$ cat src/rtl/lion_gate_if.sv
// Command/gate bundle for lion_gate_driver.
// master: command source and gate observer. slave: the gate driver.
interface lion_gate_if;
  logic       cmd_valid;
  logic       cmd_dir;
  logic       cmd_ready;
  logic       g_one;
  logic       g_two;
  logic       busy;
  logic [3:0] expected_count;

  modport master (
    output cmd_valid, cmd_dir,
    input  cmd_ready, g_one, g_two, busy, expected_count
  );

  modport slave (
    input  cmd_valid, cmd_dir,
    output cmd_ready, g_one, g_two, busy, expected_count
  );
endinterface

$ cat src/rtl/lion_gate_driver.sv
// lion_gate_driver: emulates a lion passing a two-beam light gate.
// Queued enter/exit commands are played out as four equal-length phases
// on g_one/g_two, stepping one beam at a time.
// Optional macro LION_GATE_SHADOW_COUNT_EN adds a wrapping 4-bit predicted
// lion count; without it expected_count is tied to zero.
//
// state | meaning
// IDLE  | no sequence running, gates 00
// P1    | first beam broken (enter: outer, exit: inner)
// P2    | both beams broken
// P3    | second beam only (enter: inner, exit: outer)
// GAP   | both beams clear before the next sequence may start
module lion_gate_driver #(
  parameter int PHASE_CYCLES = 4
) (
  input logic       clk,
  input logic       reset,
  lion_gate_if.slave bus
);

  typedef enum logic [2:0] {IDLE, P1, P2, P3, GAP} state_t;

  localparam logic [7:0] PHASE_LOAD = 8'(PHASE_CYCLES - 1);

  state_t     state, state_nxt;
  logic [7:0] timer, timer_nxt;
  logic       dir, dir_nxt;
  logic [1:0] gates, gates_nxt;

  logic [3:0] fifo_mem;
  logic [1:0] wr_ptr, rd_ptr;
  logic [2:0] fifo_cnt;
  logic       push, pop;
  logic       fifo_nonempty;
  logic       phase_done;

  assign bus.cmd_ready = ~fifo_cnt[2];
  assign fifo_nonempty = (fifo_cnt != 3'd0);
  assign push          = bus.cmd_valid & bus.cmd_ready;
  assign phase_done    = (timer == 8'd0);
  assign bus.busy      = (state != IDLE) | fifo_nonempty;
  assign bus.g_one     = gates[1];
  assign bus.g_two     = gates[0];

  // Command FIFO; a pop and a push may land on the same edge.
  always_ff @(posedge clk or posedge reset) begin
    if (reset) begin
      fifo_mem <= 4'b0;
      wr_ptr   <= 2'd0;
      rd_ptr   <= 2'd0;
      fifo_cnt <= 3'd0;
    end else begin
      if (push) begin
        fifo_mem[wr_ptr] <= bus.cmd_dir;
        wr_ptr           <= wr_ptr + 2'd1;
      end
      if (pop) rd_ptr <= rd_ptr + 2'd1;
      fifo_cnt <= fifo_cnt + 3'(push) - 3'(pop);
    end
  end

  // FSM state, phase down-counter, latched direction and registered gates.
  always_ff @(posedge clk or posedge reset) begin
    if (reset) begin
      state <= IDLE;
      timer <= 8'd0;
      dir   <= 1'b0;
      gates <= 2'b00;
    end else begin
      state <= state_nxt;
      timer <= timer_nxt;
      dir   <= dir_nxt;
      gates <= gates_nxt;
    end
  end

  // Next-state: each phase runs until the down-counter reaches zero; GAP
  // chains straight into the next queued command to avoid an IDLE bubble.
  always_comb begin
    state_nxt = state;
    timer_nxt = timer;
    dir_nxt   = dir;
    pop       = 1'b0;
    case (state)
      IDLE: begin
        if (fifo_nonempty) begin
          pop       = 1'b1;
          dir_nxt   = fifo_mem[rd_ptr];
          state_nxt = P1;
          timer_nxt = PHASE_LOAD;
        end
      end
      P1, P2, P3: begin
        if (phase_done) begin
          timer_nxt = PHASE_LOAD;
          case (state)
            P1:      state_nxt = P2;
            P2:      state_nxt = P3;
            default: state_nxt = GAP;
          endcase
        end else begin
          timer_nxt = timer - 8'd1;
        end
      end
      GAP: begin
        if (!phase_done) begin
          timer_nxt = timer - 8'd1;
        end else if (fifo_nonempty) begin
          pop       = 1'b1;
          dir_nxt   = fifo_mem[rd_ptr];
          state_nxt = P1;
          timer_nxt = PHASE_LOAD;
        end else begin
          state_nxt = IDLE;
          timer_nxt = 8'd0;
        end
      end
      default: begin
        state_nxt = IDLE;
        timer_nxt = 8'd0;
      end
    endcase
  end

  // Gate pattern for the upcoming state, so the outputs are registered and
  // change in step with the state (one beam toggles per transition).
  always_comb begin
    gates_nxt = 2'b00;
    case (state_nxt)
      P1:      gates_nxt = dir_nxt ? 2'b10 : 2'b01;
      P2:      gates_nxt = 2'b11;
      P3:      gates_nxt = dir_nxt ? 2'b01 : 2'b10;
      default: gates_nxt = 2'b00;
    endcase
  end

`ifdef LION_GATE_SHADOW_COUNT_EN
  logic [3:0] shadow_count;

  // Predicted count moves when the lion has fully cleared the inner/outer beam.
  always_ff @(posedge clk or posedge reset) begin
    if (reset) begin
      shadow_count <= 4'd0;
    end else if ((state == P3) && (state_nxt == GAP)) begin
      shadow_count <= dir ? shadow_count + 4'd1 : shadow_count - 4'd1;
    end
  end

  assign bus.expected_count = shadow_count;
`else
  assign bus.expected_count = 4'd0;
`endif

endmodule
$ cat src/flat_wrapper.sv
// flat-port wrapper written by rule: the top's interface ports become plain ports
module lion_gate_driver_flat 
#(
  parameter int PHASE_CYCLES = 4
)
  (clk, reset, bus_cmd_valid, bus_cmd_dir, bus_cmd_ready, bus_g_one, bus_g_two, bus_busy, bus_expected_count);
  lion_gate_if bus_i ();
  input logic clk;
  input logic reset;
  input wire logic [$bits(bus_i.cmd_valid)-1:0] bus_cmd_valid;
  input wire logic [$bits(bus_i.cmd_dir)-1:0] bus_cmd_dir;
  output wire logic [$bits(bus_i.cmd_ready)-1:0] bus_cmd_ready;
  output wire logic [$bits(bus_i.g_one)-1:0] bus_g_one;
  output wire logic [$bits(bus_i.g_two)-1:0] bus_g_two;
  output wire logic [$bits(bus_i.busy)-1:0] bus_busy;
  output wire logic [$bits(bus_i.expected_count)-1:0] bus_expected_count;
  assign bus_i.cmd_valid = bus_cmd_valid;
  assign bus_i.cmd_dir = bus_cmd_dir;
  assign bus_cmd_ready = bus_i.cmd_ready;
  assign bus_g_one = bus_i.g_one;
  assign bus_g_two = bus_i.g_two;
  assign bus_busy = bus_i.busy;
  assign bus_expected_count = bus_i.expected_count;
  lion_gate_driver #(.PHASE_CYCLES(PHASE_CYCLES)) u_core (.clk(clk), .reset(reset), .bus(bus_i));
endmodule
$ cat config.mk
export PLATFORM = sky130hd
export DESIGN_NAME = lion_gate_driver_flat
export DESIGN_NICKNAME = d
export VERILOG_FILES = /design/src/rtl/lion_gate_if.sv /design/src/rtl/lion_gate_driver.sv /design/src/flat_wrapper.sv
export SDC_FILE = /design/constraint.sdc
export NUM_CORES = 1
export LEC_CHECK = 0
export ABC_CLOCK_PERIOD_IN_PS = 3200
export BUFFER_PORTS_ARGS = -buffer_cell sky130_fd_sc_hd__buf_2
export CORE_UTILIZATION = 25
export DETAILED_ROUTE_END_ITERATION = 8
export HOLD_SLACK_MARGIN = 0.02
export MAX_ROUTING_LAYER = met4
export SYNTH_ARGS = -nofsm -noshare
export SYNTH_HDL_FRONTEND = slang
export SYNTH_SLANG_ARGS = --single-unit
export TNS_END_PERCENT = 10
$ cat constraint.sdc
create_clock -name clk -period 3.2 [get_ports clk]
set_input_delay 0.48 -clock clk [delete_from_list [all_inputs] [get_ports clk]]
set_output_delay 0.48 -clock clk [all_outputs]
set_load 0.01 [all_outputs]
==> results of run 1 <==
## power breakdown
group / switching, mW / leakage, nW / internal [mW]
clock: 0.0987 / 0.0255 / 0.0870
combinational: 0.338 / 0.350 / 0.312
sequential: 0.145 / 0.304 / 0.465
## repair_timing
| action | 4_1_cts | 5_1_grt |
|---|---|---|
| setup endpoints to repair | 0 | 1 |
| hold buffers | 0 | 0 |
| setup buffers | 0 | 0 |
| gates resized for setup | 0 | 0 |
## state kept, by name, summed over array words and instances, names as in the netlist
signal and count:
u_core.state 3, u_core.dir 1, u_core.fifo_mem 4, u_core.rd_ptr 2
u_core.fifo_cnt 3, u_core.timer 8, u_core.gates 2, u_core.wr_ptr 2
## cell families after synthesis
| logic type | count (synthesis) | synth area share [%] |
|---|---|---|
| and+or+nand+nor | 49 | 17.3 |
| DFF | 25 | 43.6 |
| AOI/OAI and AO/OA | 24 | 12.7 |
| buffers and inverters | 19 | 6.02 |
| xor gates and xnor gates | 13 | 7.94 |
| adders and majority gates | 8 | 7.50 |
| muxes | 5 | 4.71 |
| other | 1 | 0.262 |
## final timing paths
kind	startpoint	end	slack (ns)	cells after the start
setup / recovery	u_core.timer[0]	u_core.fifo_cnt[2]	0.13	11
hold / removal	reset	u_core.timer[3]	0.41	2
setup reg to reg	u_core.timer[0]	u_core.fifo_cnt[2]	0.13	11
hold reg to reg	u_core.rd_ptr[1]	u_core.rd_ptr[1]	0.49	1
max in group asynchronous	reset	u_core.timer[0]	2.21	2
min in group clk	u_core.rd_ptr[1]	u_core.rd_ptr[1]	0.49	1
## routing by layer
layer / share of wire [%] / vias to the layer above
met5: 0 / -
li1: - / 494
met3: 2.5 / 2
met4: 0.95 / 0
met1: 51 / 459
met2: 45 / 16
## Yosys cell counts
library cell  number  share of area, %
a2111oi_0          1              0.61
a211oi_1           3               1.6
a21boi_0           1              0.52
a21boi_1           1              0.52
a21oi_1            3               1.0
a21oi_2            1              0.61
a31o_2             1              0.61
a31oi_1            1              0.44
and3_1             1              0.44
buf_4              4               2.1
clkbuf_1           5               1.3
conb_1             1              0.26
dfrtp_1           25                44
fa_1               1               1.4
ha_1               7               6.1
inv_1             10               2.6
mux2_2             4               3.1
mux4_2             1               1.6
nand2_1           14               3.7
nand2b_1           1              0.44
nand3_1            4               1.4
nand4_1            1              0.44
nor2_1            16               4.2
nor2b_1            1              0.44
nor3_1             5               1.7
nor4_4             1               1.5
o21ai_0            6               2.1
o21bai_1           1              0.52
o221ai_1           1              0.61
o22a_1             1              0.61
o22ai_1            1              0.44
o31ai_1            1              0.52
o41ai_4            1               1.9
or2_2              2              0.87
or4_1              1              0.52
or4b_1             1              0.70
or4b_4             1              0.96
xnor2_1            7               4.3
xor2_1             6               3.7
## per-stage QoR
step,hold slack (ns),cells
after floorplan,0.453,147
after global placement,0.475,218
after detailed placement,0.483,218
after CTS,0.460,222
after global routing,0.492,222
final,0.414,222
## final cells by class
type	count	share of cell area, %
Inverter	10	2.38
Timing Repair Buffer	8	2.70
Sequential cell	25	39.7
Multi-Input combinational cell	103	46.5
Clock buffer	3	2.62
Tap cell	72	5.72
Clock inverter	1	0.318
==> metrics.csv, run 1 <==
metric;value;unit
status;completed;
syn_inst;144;
final_max_slew_viol_count;0;
grt_max_degree;26;
final_area;0.00158;mm2
worst_slew_pin_slew;0.947;ns
portBuffers;7;
max_stage_delay;0.52;ns
antenna_found_initial;0;
grt_pass1_vias;900;
worstPathRequired;3.40;ns
drv_cap;0;
ys_ff_latch;25;
setup_viol;0;
wl_per_cell;10.9;um
cts_root_buf;clkbuf_8;
hold_violations;0;
grt.busiest_layer;met2;
nNetsFinal;163;
layout_commonest_cell;dfrtp_1;
cp_max_fo;4;
final_util;28.6;%
initial_utilization;26.0;%
cts-buffers-inserted;3;
period_needed;3.07;ns
clkSinkCount;25;
cpMaxStageDelayCell;or4_1;
drtIter0Drc;44;
dpl_cell_area;0.00153;mm2
routed_via_density;4.37;
ir_drop;424;uV
dpl_worst_slack;0.146;ns
max_slew_margin;36.8;%
ioPinCount;12;
h-tree-depth;1;
met2_usage;12.8;%
max_freq;0.326;GHz
path_buf_inv;2;
grtUsageMet1;12.3;%
crit_arrival;3.27;ns
drive_above_1_share;16.0;%
fin_tns_setup;0;ns
use_met3;2.47;%
rows;27;
grt_pass1_wl;4210;um
clockBufferDepth;2;
route.detailed.drc;0;
coreArea;0.00551;mm2
cpMostUsedCell;ha_1;
syn_area;0.00143;mm2
track_usage;8.97;%
die_y;77.7;um
cp_cell_sequence;inv_1, ha_1, or4b_4, or4_1, a21oi_2, ha_1, inv_1, ha_1, fa_1, xnor2_1, xnor2_1;
avgSynthCellArea;9.96;um2
n_fill_cell;571;
p_leak;0.679;nW
tritoncts;done;
place.gp.congestion;0.834;
dr.pass1.iters;4;
cts.reportedPaths.clkPinSlew;0.09;ns
routed_wl;2430;um
finalCritPeriodShare;96.0;%
antenna_cells;0;
clk_latency;0.26;ns
syn2layout_area_growth;9.86;%
cpLargestDelayFamily;simple AND/OR/NAND/NOR gates;
yosys_warnings;0;
multi_input_area;733;um2
fin_worst_skew;0.00348;ns
p_total;1.45;mW
layout_common_cells;dfrtp_1 (25), nor2_1 (16), nand2_1 (14);
seq_area;626;um2
vias;971;
gr-total-overflow;0;
dp_hpwl;1790;um
crit_path_end_kind;register;
ys_seq_area_share;43.6;%
die_w;77.7;um
final_antenna_net_count;0;
worstSetupPathType;register to register;
min-delay-path-class;input pin to async pin;
grt_setup_unrepaired;no;
setup_slack;0.129;ns
p_per_area;918;mW/mm2
ys_types;39;
start_kind;register;
die_area;0.00604;mm2
(Power assumes the default switching activity.)
==> run 2, diff against run 1 <==
Settings changed: ABC_CLOCK_PERIOD_IN_PS 3200 to not set, CORE_UTILIZATION 25 to 54, PLACE_DENSITY set to 0.73.
Clock period 3.2 ns to 3.4 ns, I/O delays scaled along.
==> metrics.csv, run 2 (same netlist as run 1, synthesis figures left out) <==
metric;value;unit;change
ioPinCount;12;;unchanged
die_area;0.00287;mm2;was 0.00604 mm2
setup_slack;0.311;ns;was 0.129 ns
layout_common_cells;dfrtp_1 (25), nor2_1 (16), nand2_1 (14);;unchanged
largest_register_ffs;8;;unchanged
routed_via_density;5.74;;was 4.37
rr_endpoint;u_core.fifo_cnt[2];;unchanged
dpl_worst_slack;0.334;ns;was 0.146 ns
largest-register;u_core.timer;;unchanged
coreArea;0.00250;mm2;was 0.00551 mm2
antenna_found_initial;0;;unchanged
cpMaxStageDelayCell;or4b_4;;was or4_1
cts_root_buf;clkbuf_4;;was clkbuf_8
max_stage_delay;0.52;ns;about the same
h-tree-depth;1;;unchanged
worstSetupPathType;register to register;;unchanged
worst_hold_slack;0.363;ns;was 0.414 ns
worst_slew_pin_slew;0.941;ns;was 0.947 ns
place.gp.congestion;0.853;;was 0.834
clk_latency;0.33;ns;was 0.26 ns
p_int;0.779;mW;was 0.864 mW
ff2ff_path_depth;11;;unchanged
clock_power_share;10.1;%;was 12.8%
max_freq;0.324;GHz;was 0.326 GHz
start_kind;register;;unchanged
cts-buffers-inserted;3;;unchanged
cp_cell_sequence;inv_1, ha_1, or4b_4, or4_1, a21oi_2, ha_1, inv_1, ha_1, fa_1, xnor2_1, xnor2_1;;unchanged
tritoncts;done;;unchanged
final_antenna_net_count;0;;unchanged
pwr-share-seq;42.7;%;was 42.2%
max_slew_margin;37.2;%;was 36.8%
cpMostUsedCell;ha_1;;unchanged
ff2ff_setup_slack;0.31;ns;was 0.13 ns
crit_start;u_core.timer[0];;unchanged
ir_drop;513;uV;was 424 uV
worstPathRequired;3.66;ns;was 3.40 ns
fin_tns_setup;0;ns;unchanged
crit_arrival;3.35;ns;was 3.27 ns
finalCritPeriodShare;90.9;%;was 96.0%
route.detailed.drc;0;;unchanged
postCtsHoldBufs;0;;unchanged
nNetsFinal;163;;unchanged
track_usage;21.8;%;was 8.97%
cts.reportedPaths.clkPinSlew;0.14;ns;was 0.09 ns
portBuffers;7;;unchanged
min-delay-path-class;input pin to async pin;;unchanged
rows;18;;was 27
vias;1034;;was 971
fin_worst_skew;0.00516;ns;was 0.00348 ns
dp_hpwl;1930;um;was 1790 um
grt_pass1_vias;920;;was 900
initial_utilization;57.4;%;was 26.0%
p_leak;0.672;nW;was 0.679 nW
grt_pass1_wl;4220;um;was 4210 um
clockBufferDepth;2;;unchanged
routed_wl;2570;um;was 2430 um
post_cts_resized;0;;unchanged
p_per_area;895;mW/mm2;was 918 mW/mm2
clkSinkCount;25;;unchanged
reg_top3;u_core.timer: 8 flops, u_core.fifo_mem: 4 flops;;unchanged
sw_frac_of_total;42.1;%;was 40.2%
dr.pass1.iters;4;;unchanged
path_buf_inv;2;;unchanged
antenna_cells;0;;unchanged
drive_above_1_share;16.0;%;unchanged
r2r-start;u_core.timer[0];;unchanged
gr-total-overflow;0;;unchanged
final_max_slew_viol_count;0;;unchanged
setup_viol;0;;unchanged
switchingPower;0.567;mW;was 0.581 mW
postCtsSetupBuffers;0;;unchanged
drtIter0Drc;31;;was 44
grt_setup_unrepaired;no;;unchanged
cpLargestDelayFamily;simple AND/OR/NAND/NOR gates;;unchanged
period_needed;3.09;ns;was 3.07 ns
wl_per_cell;14.3;um;was 10.9 um
hold_violations;0;;unchanged
syn2layout_area_growth;4.89;%;was 9.86%
crit_path_end_kind;register;;unchanged
cp_max_fo;4;;unchanged
status;completed;;unchanged
die_w;53.5;um;was 77.7 um
die_y;53.5;um;was 77.7 um
drv_cap;0;;unchanged
layout_commonest_cell;dfrtp_1;;unchanged
combPwrFrac;47.2;%;was 44.9%
grt_max_degree;26;;unchanged
## run 2: cell counts in the layout (fill, tap and decap cells not counted)
No cell type changed its count.
## run 2: stage by stage
| stage | std cells | total power [mW] | area (um2) | util, % |
|---|---|---|---|---|
| floorplan | 147 | 1.06 | 1450 | - |
| global placement | 176 | 1.17 | 1480 | 59.1 |
| detailed placement | 176 | 1.22 | 1480 | 59.1 |
| CTS | 180 | 1.36 | 1500 | 60.2 |
| global route | 180 | 1.46 | 1500 | 60.2 |
| finish | 180 | 1.35 | 1500 | 60.2 |
## run 2: worst max path at each step
stage               cells past startpoint  slack [ns]                 end
floorplan                              11        0.48  u_core.fifo_cnt[2]
global placement                       11        0.41  u_core.fifo_cnt[2]
detailed placement                     11        0.33  u_core.fifo_cnt[2]
CTS                                    11        0.31  u_core.fifo_cnt[2]
global route                           11        0.18  u_core.fifo_cnt[2]
finish                                 11        0.31  u_core.fifo_cnt[2]
## run 2: layout make-up
cell class                 count  area [um2]
tap                           30        37.5
clock buffer                   3        22.5
multi-input combinational    103         733
fill                         213         996
clock inverter                 1        5.00
inverter                      10        37.5
sequential                    25         626
timing repair buffer           8        42.5
## run 2: power by group through the flow
stage	sequential, mW	clock, mW	combinational [mW]
6_report	0.575	0.136	0.635
5_1_grt	0.599	0.149	0.714
3_3_place_gp	0.573	0	0.601
2_1_floorplan	0.535	0	0.528
3_5_place_dp	0.581	0	0.635
4_1_cts	0.574	0.141	0.641
## run 2: layer usage
| layer | vias up | routed length [um] | global-route usage [%] |
|---|---|---|---|
| li1 | 496 | - | - |
| met1 | 514 | 1220 | 28.3 |
| met2 | 19 | 1230 | 32.9 |
| met3 | 5 | 62 | 2.82 |
| met4 | 0 | 51 | 11.8 |
| met5 | - | 0 | - |
